## src/rtl/uart_pkg.sv

```systemverilog
// Shared state encodings, configuration check and parity helper for uart_core.
// The PARITY states exist only when UART_PARITY_EN is defined.
package uart_pkg;

`ifdef UART_PARITY_EN
   typedef enum logic [2:0] {
      TX_IDLE   = 3'd0,
      TX_START  = 3'd1,
      TX_DATA   = 3'd2,
      TX_PARITY = 3'd3,
      TX_STOP   = 3'd4
   } tx_state_t;

   typedef enum logic [2:0] {
      RX_IDLE   = 3'd0,
      RX_START  = 3'd1,
      RX_DATA   = 3'd2,
      RX_PARITY = 3'd3,
      RX_STOP   = 3'd4,
      RX_BREAK  = 3'd5
   } rx_state_t;
`else
   typedef enum logic [2:0] {
      TX_IDLE   = 3'd0,
      TX_START  = 3'd1,
      TX_DATA   = 3'd2,
      TX_STOP   = 3'd4
   } tx_state_t;

   typedef enum logic [2:0] {
      RX_IDLE   = 3'd0,
      RX_START  = 3'd1,
      RX_DATA   = 3'd2,
      RX_STOP   = 3'd4,
      RX_BREAK  = 3'd5
   } rx_state_t;
`endif

   function automatic bit cfg_legal(input int clks, input int data_bits,
                                    input int stop_bits, input int parity_odd);
      return (clks >= 4) && (data_bits >= 5) && (data_bits <= 8) &&
             (stop_bits >= 1) && (stop_bits <= 2) &&
             (parity_odd >= 0) && (parity_odd <= 1);
   endfunction

   // Data narrower than 8 bits is zero-padded by the caller, which leaves the XOR unchanged.
   function automatic logic parity_of(input logic [7:0] data, input logic odd);
      return (^data) ^ odd;
   endfunction

endpackage

```

## src/rtl/uart_sync2.sv

```systemverilog
// Two-flop synchroniser that resets to 1 so an idle-high line never looks like a start bit.
module uart_sync2 (
   input  logic clk,
   input  logic rst_n,
   input  logic d,
   output logic q
);

   logic meta;

   always_ff @(posedge clk or negedge rst_n) begin
      if (!rst_n) begin
         meta <= 1'b1;
         q    <= 1'b1;
      end else begin
         meta <= d;
         q    <= meta;
      end
   end

endmodule

```

## src/rtl/uart_core.sv

```systemverilog
// Parametrised full-duplex UART with valid/ready handshakes and frame/parity/overrun reporting.
// Define UART_PARITY_EN to add a parity bit to both directions.
module uart_core #(
   parameter int CLKS_PER_BIT = 234,
   parameter int DATA_BITS    = 8,
   parameter int STOP_BITS    = 1,
   parameter int PARITY_ODD   = 0
) (
   input  logic                 clk,
   input  logic                 rst_n,
   input  logic                 uart_rx,
   output logic                 uart_tx,
   input  logic [DATA_BITS-1:0] tx_data,
   input  logic                 tx_valid,
   output logic                 tx_ready,
   output logic [DATA_BITS-1:0] rx_data,
   output logic                 rx_valid,
   input  logic                 rx_ready,
   output logic                 rx_frame_err,
   output logic                 rx_parity_err,
   output logic                 rx_overrun
);
   import uart_pkg::*;

   localparam int BIT_W  = $clog2(DATA_BITS + 1);
   localparam int BAUD_W = $clog2(CLKS_PER_BIT + 1);
   localparam logic [BAUD_W-1:0] BAUD_LAST = BAUD_W'(CLKS_PER_BIT - 1);
   localparam logic [BAUD_W-1:0] HALF_LAST = BAUD_W'(CLKS_PER_BIT / 2 - 1);
   localparam logic [BIT_W-1:0]  DATA_LAST = BIT_W'(DATA_BITS - 1);
   localparam logic [BIT_W-1:0]  STOP_LAST = BIT_W'(STOP_BITS - 1);

   if (!cfg_legal(CLKS_PER_BIT, DATA_BITS, STOP_BITS, PARITY_ODD)) begin : g_bad_cfg
      $error("uart_core: illegal CLKS_PER_BIT/DATA_BITS/STOP_BITS/PARITY_ODD");
   end

   tx_state_t            tx_state, tx_next;
   logic [BAUD_W-1:0]    tx_baud;
   logic [BIT_W-1:0]     tx_bit;
   logic [DATA_BITS-1:0] tx_shift;
   logic                 tx_baud_done;

   assign tx_baud_done = (tx_baud == BAUD_LAST);

   always_ff @(posedge clk or negedge rst_n) begin
      if (!rst_n) tx_state <= TX_IDLE;
      else        tx_state <= tx_next;
   end

   always_comb begin
      tx_next = tx_state;
      case (tx_state)
         TX_IDLE:   if (tx_valid) tx_next = TX_START;
         TX_START:  if (tx_baud_done) tx_next = TX_DATA;
         TX_DATA:   if (tx_baud_done && tx_bit == DATA_LAST)
`ifdef UART_PARITY_EN
                       tx_next = TX_PARITY;
         TX_PARITY: if (tx_baud_done) tx_next = TX_STOP;
`else
                       tx_next = TX_STOP;
`endif
         TX_STOP:   if (tx_baud_done && tx_bit == STOP_LAST) tx_next = TX_IDLE;
         default:   tx_next = TX_IDLE;
      endcase
   end

   // The bit counter restarts on every state change, so it also counts the stop bits.
   always_ff @(posedge clk or negedge rst_n) begin
      if (!rst_n) begin
         tx_baud  <= '0;
         tx_bit   <= '0;
         tx_shift <= '0;
      end else begin
         if (tx_state == TX_IDLE || tx_baud_done) tx_baud <= '0;
         else                                     tx_baud <= tx_baud + BAUD_W'(1);
         if (tx_state == TX_IDLE)  tx_bit <= '0;
         else if (tx_baud_done)    tx_bit <= (tx_next != tx_state) ? '0 : tx_bit + BIT_W'(1);
         if (tx_state == TX_IDLE && tx_valid)           tx_shift <= tx_data;
         else if (tx_state == TX_DATA && tx_baud_done)  tx_shift <= tx_shift >> 1;
      end
   end

`ifdef UART_PARITY_EN
   logic       tx_par;
   logic [7:0] tx_pad;

   always_comb begin
      tx_pad = '0;
      tx_pad[DATA_BITS-1:0] = tx_data;
   end

   always_ff @(posedge clk or negedge rst_n) begin
      if (!rst_n)                             tx_par <= 1'b0;
      else if (tx_state == TX_IDLE && tx_valid) tx_par <= parity_of(tx_pad, 1'(PARITY_ODD));
   end
`endif

   always_comb begin
      uart_tx  = 1'b1;
      tx_ready = 1'b0;
      case (tx_state)
         TX_IDLE:   tx_ready = 1'b1;
         TX_START:  uart_tx  = 1'b0;
         TX_DATA:   uart_tx  = tx_shift[0];
`ifdef UART_PARITY_EN
         TX_PARITY: uart_tx  = tx_par;
`endif
         default:   uart_tx  = 1'b1;
      endcase
   end

   logic                 rx_s;
   rx_state_t            rx_state, rx_next;
   logic [BAUD_W-1:0]    rx_baud;
   logic [BIT_W-1:0]     rx_bit;
   logic [DATA_BITS-1:0] rx_shift;
   logic                 rx_tick, rx_deliver, par_err;

   uart_sync2 u_sync (
      .clk   (clk),
      .rst_n (rst_n),
      .d     (uart_rx),
      .q     (rx_s)
   );

   always_ff @(posedge clk or negedge rst_n) begin
      if (!rst_n) rx_state <= RX_IDLE;
      else        rx_state <= rx_next;
   end

   always_comb begin
      rx_next = rx_state;
      case (rx_state)
         RX_IDLE:   if (!rx_s) rx_next = RX_START;
         RX_START:  if (rx_tick) rx_next = rx_s ? RX_IDLE : RX_DATA;
         RX_DATA:   if (rx_tick && rx_bit == DATA_LAST)
`ifdef UART_PARITY_EN
                       rx_next = RX_PARITY;
         RX_PARITY: if (rx_tick) rx_next = RX_STOP;
`else
                       rx_next = RX_STOP;
`endif
         RX_STOP:   if (rx_tick) rx_next = rx_s ? RX_IDLE : RX_BREAK;
         RX_BREAK:  if (rx_s) rx_next = RX_IDLE;
         default:   rx_next = RX_IDLE;
      endcase
   end

   // START samples at half a bit; every later sample lands one full bit further on, at bit centre.
   always_comb begin
      rx_tick = 1'b0;
      case (rx_state)
         RX_IDLE, RX_BREAK: rx_tick = 1'b0;
         RX_START:          rx_tick = (rx_baud == HALF_LAST);
         default:           rx_tick = (rx_baud == BAUD_LAST);
      endcase
      rx_deliver = (rx_state == RX_STOP) && rx_tick;
   end

   always_ff @(posedge clk or negedge rst_n) begin
      if (!rst_n) begin
         rx_baud  <= '0;
         rx_bit   <= '0;
         rx_shift <= '0;
      end else begin
         if (rx_state == RX_IDLE || rx_state == RX_BREAK || rx_tick) rx_baud <= '0;
         else                                                        rx_baud <= rx_baud + BAUD_W'(1);
         if (rx_tick) rx_bit <= (rx_next != rx_state) ? '0 : rx_bit + BIT_W'(1);
         if (rx_state == RX_DATA && rx_tick) rx_shift <= {rx_s, rx_shift[DATA_BITS-1:1]};
      end
   end

`ifdef UART_PARITY_EN
   logic       rx_par;
   logic [7:0] rx_pad;

   always_comb begin
      rx_pad = '0;
      rx_pad[DATA_BITS-1:0] = rx_shift;
      par_err = (rx_par != parity_of(rx_pad, 1'(PARITY_ODD)));
   end

   always_ff @(posedge clk or negedge rst_n) begin
      if (!rst_n)                              rx_par <= 1'b0;
      else if (rx_state == RX_PARITY && rx_tick) rx_par <= rx_s;
   end
`else
   assign par_err = 1'b0;
`endif

   // A take coinciding with a delivery lets the new byte in; only an untaken old byte causes a drop.
   always_ff @(posedge clk or negedge rst_n) begin
      if (!rst_n) begin
         rx_valid      <= 1'b0;
         rx_data       <= '0;
         rx_frame_err  <= 1'b0;
         rx_parity_err <= 1'b0;
         rx_overrun    <= 1'b0;
      end else begin
         rx_overrun <= 1'b0;
         if (rx_deliver) begin
            if (!rx_valid || rx_ready) begin
               rx_valid      <= 1'b1;
               rx_data       <= rx_shift;
               rx_frame_err  <= !rx_s;
               rx_parity_err <= par_err;
            end else begin
               rx_overrun <= 1'b1;
            end
         end else if (rx_valid && rx_ready) begin
            rx_valid <= 1'b0;
         end
      end
   end

endmodule

```

## config.mk

```make
export PLATFORM = sky130hd
export DESIGN_NAME = uart_core
export DESIGN_NICKNAME = d
export VERILOG_FILES = /design/src/rtl/uart_pkg.sv /design/src/rtl/uart_sync2.sv /design/src/rtl/uart_core.sv
export SDC_FILE = /design/constraint.sdc
export NUM_CORES = 1
export LEC_CHECK = 0
export BUFFER_PORTS_ARGS = -buffer_cell sky130_fd_sc_hd__buf_4
export CAP_MARGIN = 20
export CORE_AREA = 4 4 89 91
export CTS_CLUSTER_SIZE = 28
export DETAILED_ROUTE_END_ITERATION = 16
export DIE_AREA = 0 0 93 95
export PLACE_DENSITY = 0.67
export SLEW_MARGIN = 20
export SYNTH_ARGS = -nofsm -noshare
export SYNTH_HDL_FRONTEND = slang
export SYNTH_SLANG_ARGS = --single-unit
export TNS_END_PERCENT = 5
```

## constraint.sdc

```tcl
create_clock -name clk -period 2 [get_ports clk]
set_input_delay 0 -clock clk [delete_from_list [all_inputs] [get_ports clk]]
set_output_delay 0 -clock clk [all_outputs]
set_load 0.005 [all_outputs]
```

==> results of run 1 <==
-- worst min-delay path by stage --
stage	from	end	slack, ns	cells past startpoint
floorplan	rst_n	rx_baud[0]$_DFF_PN0_	-0.30	0
global placement	uart_rx	u_sync.meta$_DFF_PN1_	0.11	1
detailed placement	uart_rx	u_sync.meta$_DFF_PN1_	0.11	1
CTS	rst_n	tx_state[1]$_DFF_PN0_	0.30	2
global route	uart_rx	u_sync.meta$_DFF_PN1_	0.31	2
finish	rst_n	tx_bit[2]$_DFFE_PN0N_	0.28	2
-- kinds of logic (layout without fill, tap and decap cells) --
logic type / Yosys count / in the layout / synth area share [%]
AOI/OAI and AO/OA: 43 / 43 / 10.4
xor gates and xnor gates: 12 / 12 / 3.77
adders and majority gates: 6 / 6 / 2.69
buffers and inverters: 17 / 89 / 2.47
DFF: 59 / 59 / 53.0
muxes: 22 / 22 / 8.61
other: 1 / 1 / 0.134
and+or+nand+nor: 93 / 93 / 19.0
-- layout by cell type, fill, tap and decap left out, types with 6 or more instances in the layout --
master	netlist	final
dfrtp_1	57	57
buf_4	1	50
nor2_1	25	25
nand2_1	14	14
o21ai_0	13	13
mux2_2	16	12
dlygate4sd3_1	0	12
inv_1	10	10
clkbuf_8	0	10
nand2b_1	8	8
xor2_1	7	7
mux2i_1	6	6
a21o_1	6	6
ha_1	6	6
-- power groups by stage --
stage | clock network (mW) | logic, mW | registers, mW
after global placement | 0 | 0.0448 | 1.22
final | 1.07 | 0.0624 | 1.20
after CTS | 1.10 | 0.0640 | 1.20
after detailed placement | 0 | 0.0451 | 1.22
after global routing | 1.16 | 0.0699 | 1.20
after floorplan | 0 | 0.00443 | 1.22
-- what timing repair did --
| action | in CTS | in global routing |
|---|---|---|
| hold endpoints to repair | 69 | 0 |
| resized for setup | 1 | 8 |
| buffers inserted | 1 | 0 |
| hold buffers | 12 | 0 |
| setup endpoints to repair | 18 | 31 |
| gates cloned | 0 | 0 |
-- layer usage --
| metal | up-vias | part of all wire [%] | track usage, % |
|---|---|---|---|
| li1 | 1021 | - | - |
| met1 | 1005 | 48 | 17.5 |
| met2 | 25 | 48 | 21.5 |
| met3 | 9 | 3.2 | 4.22 |
| met4 | 0 | 1.4 | 4.76 |
| met5 | - | 0 | 0 |
-- sequential cells by signal, summed over array words and instances, names as in the netlist --
register and flops:
rx_shift 8, rx_valid 1, rx_baud 8, rx_bit 4, tx_state 3, tx_bit 4
u_sync.q 1, rx_overrun 1, u_sync.meta 1, rx_data 8, tx_shift 8, rx_frame_err 1
tx_baud 8, rx_state 3
-- final cells by class --
cell class	instances	area [um2]
Clock buffer	11	141
Clock inverter	5	52.6
Fill cell	661	3520
Inverter	10	37.5
Multi-Input combinational cell	177	1270
Sequential cell	59	1480
Tap cell	99	124
Timing Repair Buffer	63	507
-- per-stage QoR --
stage	std cells	hold WS, ns	setup TNS [ns]
after floorplan	253	-0.296	-1.57
after global placement	395	0.110	0
after detailed placement	395	0.113	-0.248
after CTS	424	0.296	0
after global routing	424	0.312	-0.969
final	424	0.283	0
-- worst max-delay path, stage by stage (launching register included) --
cell and delay (ns):
dfrtp_1 0.42, and2_4 0.18, or4_4 0.50, nor4b_4 0.24, buf_4 0.18, mux2_2 0.33
==> impl_metrics.yaml, run 1 <==
routing:
  vias_per_cell: 4.86
  drc: 0
  final_antenna_net_count: 0
  finalWirelength_um: 5430
  drtIter0Drc: 97
  wl_per_cell_um: 12.8
  dr.pass1.iters: 4
  vias: 2060
floorplan:
  core-area_um2: 7140
  rows: 31
  die_area_um2: 8840
  die_y_um: 95
  die-width_um: 93
  start_util_pct: 39.1
  ios: 27
placed_design:
  routabilityCongestion: 0.782
  io_buffers: 25
  dp_hpwl_um: 3660
  pre_cts_ws_ns: -0.0410
  postPlaceCellArea_um2: 3260
timing:
  rsz0062_at_grt: "yes"
  slew_violations: 0
  slew_headroom_pct: 49.9
  tightestPinTransition_ns: 0.751
  finalSetupViolations: 0
  hold_viol: 0
  fin_crit_sh_pct: 98.4
  fin_crit_ns: 1.97
  fin_skew_ns: 0.00520
  fmax_mhz: 508
  setup_ws_ns: 0.0328
synth:
  synth-edff-count: 0
  synth_area_per_cell_um2: 11.0
  synth_seq_cells: 59
  async_flop_share_pct: 100
  yosysSeqAreaShare_pct: 53.0
  synth_most_common_cell: "dfrtp_1"
  ys.warnings.count: 0
  syn_nets: 272
  synth-main-ff-cell: "dfrtp_1"
  yosysTopAreaCellShare_pct: 51.1
  synth_area_leaders: "dfrtp_1, mux2_2, nor2_1, ha_1, o21ai_0"
  synthTopCellsByCount: "dfrtp_1, nor2_1, mux2_2, nand2_1, o21ai_0"
  synth_area_um2: 2790
  yosys.area.top_type: "dfrtp_1"
  ys_types: 52
  syn_inst: 253
global_route:
  grt_pass1_vias: 2092
  antenna_found_initial: 0
  grt_max_degree: 60
  grt_util_all_layers_pct: 13.5
  overflow: 0
  grt_pass1_wl_um: 9570
power:
  ir_drop_v: 0.000327
  p_int_mw: 1.83
  p_sw_uw: 502
  p_sw_share_pct: 21.5
  comb_power_share_pct: 2.7
  seqPwrFrac_pct: 51.4
  p_total_mw: 2.33
  leakage_nw: 1.75
  p_per_area_nw_per_um2: 646
  clockPowerShare_pct: 46.0
clock_tree:
  ctsRootBufferMaster: "clkbuf_8"
  max-clock-path-buffers: 2
  cts_sinks: 59
  cts_tree: "yes"
  clock_latency_ns: 0.33
  clk_pin_slew_worst_paths_ns: 0.07
  cts_buffers: 9
  htreeDepth: 3
critical_path:
  crit_start: "rx_baud[3]$_DFF_PN0_"
  rrSetupSlack_ns: 0.03
  reg2reg_from: "rx_baud[3]$_DFF_PN0_"
  r2r-end: "rx_data[2]$_DFFE_PN0P_"
  crit_fanout: 4
  start_kind: "flip-flop"
  cp.arrival_ns: 2.18
  end_kind: "flip-flop"
  worstSetupEndpoint: "rx_data[2]$_DFFE_PN0P_"
  required_ns: 2.22
  rr_worst_depth: 5
  worstSetupPathType: "reg -> reg"
run_status:
  status: "finished, final reports clean"
layout:
  utilization_pct: 50.6
  diodes: 0
  drive_gt1_share_pct: 30.2
  synthToLayoutAreaGrowth_pct: 29.4
  fin_nets: 339
  final_area_um2: 3610
flow_run:
  maxCapViolCount: 0
hold_path:
  hold_class: "in -> async"
Note: power is estimated with default switching activity, not from simulation.
==> run 2: changes to the inputs <==
CELL_PAD_IN_SITES_DETAIL_PLACEMENT = 1   (was not set)
CELL_PAD_IN_SITES_GLOBAL_PLACEMENT = 1   (was not set)
MAX_ROUTING_LAYER = met4   (was not set)
PLACE_DENSITY = 0.79   (was 0.67)
==> run 2 against run 1 <==
Effect of this change: the run now ends with negative setup slack left; first-iteration DRC count increased by 45%; clock power increased by 13%; wire length increased by 18%; critical endpoint unchanged.
==> impl_metrics.yaml, run 2 (synthesis gave the netlist of run 1 again) <==
run_status:
  status: "finished with violations"
  violations: "negative setup slack"
placed_design:
  dp_hpwl_um: 4280
  postPlaceCellArea_um2: 3250
  io_buffers: 25
  routabilityCongestion: 0.748
power:
  ir_drop_v: 0.000412
  p_sw_share_pct: 21.7
  clockPowerShare_pct: 49.0
  p_sw_uw: 537
  leakage_nw: 1.75
  comb_power_share_pct: 2.5
  p_per_area_nw_per_um2: 678
  p_int_mw: 1.94
  seqPwrFrac_pct: 48.4
global_route:
  antenna_found_initial: 0
  grt_pass1_vias: 2330
  overflow: 0
  grt_max_degree: 60
  grt_util_all_layers_pct: 16.3
  grt_pass1_wl_um: 10900
clock_tree:
  cts_sinks: 59
  postCtsSetupBuffers: 0
  max-clock-path-buffers: 2
  clock_latency_ns: 0.34
  ctsRootBufferMaster: "clkbuf_8"
  cts_tree: "yes"
  clk_pin_slew_worst_paths_ns: 0.07
  htreeDepth: 3
  cts_buffers: 9
critical_path:
  rr_worst_depth: 5
  required_ns: 2.23
  cp.arrival_ns: 2.24
  rrSetupSlack_ns: -0.01
  crit_fanout: 9
  worstSetupPathType: "reg -> reg"
  r2r-end: "rx_data[2]$_DFFE_PN0P_"
  reg2reg_from: "rx_baud[4]$_DFF_PN0_"
  end_kind: "flip-flop"
  start_kind: "flip-flop"
floorplan:
  die_area_um2: 8840
  die-width_um: 93
  rows: 31
  die_y_um: 95
  core-area_um2: 7140
  ios: 27
  start_util_pct: 39.1
layout:
  final_common_cell: "dfrtp_1"
  diodes: 0
  synthToLayoutAreaGrowth_pct: 30.7
  fin_nets: 337
  layout_common_cells: "dfrtp_1, buf_4, nor2_1, mux2_2"
  final_area_um2: 3650
  drive_gt1_share_pct: 31.6
routing:
  dr.pass1.iters: 4
  final_antenna_net_count: 0
  drc: 0
  vias_per_cell: 5.05
  wl_per_cell_um: 15.2
  finalWirelength_um: 6410
  drtIter0Drc: 141
  vias: 2129
timing:
  fmax_mhz: 497
  fin_setup_tns_ns: -0.0404
  tightestPinTransition_ns: 0.737
  slew_violations: 0
  slew_headroom_pct: 50.9
  finalSetupViolations: 6
  fin_crit_sh_pct: 101
  setup_ws_ns: -0.0126
  fin_skew_ns: 0.0147
  rsz0062_at_grt: "yes"
  hold_viol: 0
  fin_crit_ns: 2.01
flow_run:
  maxCapViolCount: 0
hold_path:
  hold_class: "in -> async"
run 2: cell types whose count changed in the layout (fill, tap and decap cells not counted), moves of 2 or more:
| cell | previous run | this run |
|---|---|---|
| mux2_2 | 12 | 15 |
| mux2_4 | 4 | 1 |
| buf_4 | 50 | 45 |
| buf_6 | 1 | 4 |
| inv_6 | 0 | 2 |
| clkinv_2 | 3 | 1 |
run 2: power groups by stage:
| stage | Clock [mW] | Combinational (mW) | Sequential, mW |
|---|---|---|---|
| floorplan | 0 | 0.00443 | 1.22 |
| global placement | 0 | 0.0452 | 1.22 |
| detailed placement | 0 | 0.0454 | 1.22 |
| CTS | 1.25 | 0.0640 | 1.20 |
| global route | 1.31 | 0.0696 | 1.20 |
| finish | 1.21 | 0.0624 | 1.20 |
run 2: repair_timing:
action                                 4_1_cts  5_1_grt
resized for setup                            2       13
pin swaps                                    0        1
endpoints found under the hold margin       69        0
hold buffers                                12        0
setup endpoints to repair                   24       31
run 2: worst max path at each step:
stage	start	end	slack, ns	depth (start not counted)
final	rx_baud[4]$_DFF_PN0_	rx_data[2]$_DFFE_PN0P_	-0.01	5
after global routing	rx_baud[4]$_DFF_PN0_	rx_data[0]$_DFFE_PN0P_	-0.06	5
after CTS	rx_baud[4]$_DFF_PN0_	rx_baud[4]$_DFF_PN0_	-0.03	7
after detailed placement	rx_baud[3]$_DFF_PN0_	rx_data[5]$_DFFE_PN0P_	-0.07	5
after global placement	rx_baud[3]$_DFF_PN0_	rx_data[5]$_DFFE_PN0P_	-0.003	5
after floorplan	rx_baud[4]$_DFF_PN0_	rx_data[0]$_DFFE_PN0P_	-0.20	5
run 2: layer usage:
layer,GRT usage [%],part of all wire (%),vias up
met4,6.23,1.2,0
li1,-,-,1016
met1,19.4,46,1084
met5,-,0,-
met3,3.82,1.7,8
met2,27.1,52,21
run 2: area by class of cell:
| class | instances | area (um2) |
|---|---|---|
| repair buffers | 61 | 503 |
| clock inverters | 7 | 98.8 |
| multi-input cells | 177 | 1280 |
| fillers | 795 | 3490 |
| flip-flops and latches | 59 | 1480 |
| inverters | 10 | 37.5 |
| clock buffers | 9 | 124 |
| well taps | 99 | 124 |
run 2: stage by stage:
| stage | power [mW] | hold WS, ns | instances | util, % | setup slack, ns |
|---|---|---|---|---|---|
| after global routing | 2.58 | 0.287 | 422 | 51.1 | -0.0579 |
| after CTS | 2.51 | 0.279 | 422 | 50.5 | -0.0281 |
| after global placement | 1.27 | 0.109 | 394 | 45.6 | -0.00285 |
| after detailed placement | 1.27 | 0.110 | 394 | 45.6 | -0.0653 |
| after floorplan | 1.23 | -0.296 | 253 | - | -0.196 |
| final | 2.47 | 0.266 | 422 | 51.1 | -0.0126 |
run 2: critical path: stages (launching register included):
cell and delay (ns):
dfrtp_1 0.40, nand4b_4 0.17, or4_4 0.55, nor4b_4 0.24, buf_6 0.19, mux2_2 0.34
==> run 3: changes to the inputs <==
SKIP_LAST_GASP = 1   (was not set)
==> run 3 against run 2 <==
Effect of this change: the flow still finishes with violations (negative setup slack); critical path depth unchanged; hold slack hardly changed; sequential share of layout area is 0.24 points higher; critical path type unchanged; critical endpoint unchanged; largest cell class unchanged.
==> impl_metrics.yaml, run 3 (synthesis gave the netlist of run 1 again) <==
timing:
  fin_crit_ns: 2.00
  slew_headroom_pct: 51.0
  fin_crit_sh_pct: 100
  fin_skew_ns: 0.0149
  hold_viol: 0
  slew_violations: 0
  finalSetupViolations: 4
  fmax_mhz: 499
  fin_setup_tns_ns: -0.00937
  tightestPinTransition_ns: 0.735
  setup_ws_ns: -0.00321
  rsz0062_at_grt: "yes"
routing:
  wl_per_cell_um: 15.2
  final_antenna_net_count: 0
  drtIter0Drc: 154
  finalWirelength_um: 6420
  dr.pass1.iters: 4
  vias_per_cell: 5.04
  vias: 2126
  drc: 0
power:
  p_per_area_nw_per_um2: 682
  leakage_nw: 1.75
  ir_drop_v: 0.000413
clock_tree:
  cts_sinks: 59
  clk_pin_slew_worst_paths_ns: 0.07
  ctsRootBufferMaster: "clkbuf_8"
  cts_tree: "yes"
  clock_latency_ns: 0.34
  postCtsSetupBuffers: 0
  max-clock-path-buffers: 2
  cts_buffers: 9
  htreeDepth: 3
floorplan:
  core-area_um2: 7140
  start_util_pct: 39.1
  rows: 31
  die_area_um2: 8840
  die-width_um: 93
  die_y_um: 95
  ios: 27
global_route:
  grt_pass1_wl_um: 10900
  grt_util_all_layers_pct: 16.3
  grt_pass1_vias: 2330
  grt_max_degree: 60
  overflow: 0
  antenna_found_initial: 0
placed_design:
  postPlaceCellArea_um2: 3250
  dp_hpwl_um: 4280
  routabilityCongestion: 0.748
  io_buffers: 25
critical_path:
  crit_fanout: 9
  worstSetupPathType: "reg -> reg"
  rr_worst_depth: 5
  start_kind: "flip-flop"
  required_ns: 2.23
  end_kind: "flip-flop"
  cp.arrival_ns: 2.23
layout:
  final_area_um2: 3630
  diodes: 0
  synthToLayoutAreaGrowth_pct: 29.9
  drive_gt1_share_pct: 30.7
  layout_common_cells: "dfrtp_1, buf_4, nor2_1, mux2_2"
  fin_nets: 337
  final_common_cell: "dfrtp_1"
run_status:
  violations: "negative setup slack"
  status: "finished with violations"
hold_path:
  hold_class: "in -> async"
flow_run:
  maxCapViolCount: 0
==> run 3: cell counts in the layout (fill, tap and decap cells not counted) <==
No cell type changed its count.
==> run 3: stage by stage <==
| step | utilization, % | setup WS (ns) | total power [mW] | hold slack, ns | cells |
|---|---|---|---|---|---|
| after detailed placement | 45.6 | -0.0653 | 1.27 | 0.110 | 394 |
| final | 50.8 | -0.00321 | 2.47 | 0.266 | 422 |
| after global routing | 50.8 | -0.0776 | 2.58 | 0.287 | 422 |
| after global placement | 45.6 | -0.00285 | 1.27 | 0.109 | 394 |
| after CTS | 50.5 | -0.0281 | 2.51 | 0.279 | 422 |
| after floorplan | - | -0.196 | 1.23 | -0.296 | 253 |
==> run 3: cell type report <==
| cell class | count | area, um2 |
|---|---|---|
| Clock inverter | 7 | 98.8 |
| Fill cell | 802 | 3510 |
| Multi-Input combinational cell | 177 | 1270 |
| Sequential cell | 59 | 1480 |
| Inverter | 10 | 37.5 |
| Clock buffer | 9 | 124 |
| Tap cell | 99 | 124 |
| Timing Repair Buffer | 61 | 495 |
==> run 3: per-layer routing <==
metal  share of wire [%]  GRT usage [%]
met1                  46           19.4
met2                  51           27.1
met4                 1.2           6.23
met5                   0              -
met3                 1.7           3.82
==> run 3: worst max-delay path, stage by stage (launching register included) <==
cell	delay (ns)
dfrtp_1	0.40
nand4b_4	0.17
or4_4	0.55
nor4b_4	0.24
buf_6	0.19
mux2_2	0.34
==> run 3: power breakdown <==
part / leakage (nW) / total, mW / switching (mW) / internal [mW]
clock network: 0.110 / 1.21 / 0.504 / 0.709
registers: 0.762 / 1.20 / 0.00219 / 1.20
logic: 0.874 / 0.0623 / 0.0303 / 0.0320
==> run 3: worst paths after layout <==
check                                          to             startpoint  slack (ns)
setup / recovery           rx_data[2]$_DFFE_PN0P_   rx_baud[4]$_DFF_PN0_      -0.003
min in group clk            u_sync.meta$_DFF_PN1_                uart_rx        0.32
max in group asynchronous   rx_bit[3]$_DFFE_PN0P_                  rst_n        1.25
setup reg to reg           rx_data[2]$_DFFE_PN0P_   rx_baud[4]$_DFF_PN0_      -0.003
hold / removal              tx_bit[3]$_DFFE_PN0N_                  rst_n        0.27
hold reg to reg                u_sync.q$_DFF_PN1_  u_sync.meta$_DFF_PN1_        0.36
==> run 3: repair_timing <==
action	4_1_cts	5_1_grt
setup endpoints to repair	24	31
gates resized for setup	2	7
pin swaps	0	1
hold buffers	12	0
endpoints found under the hold margin	69	0
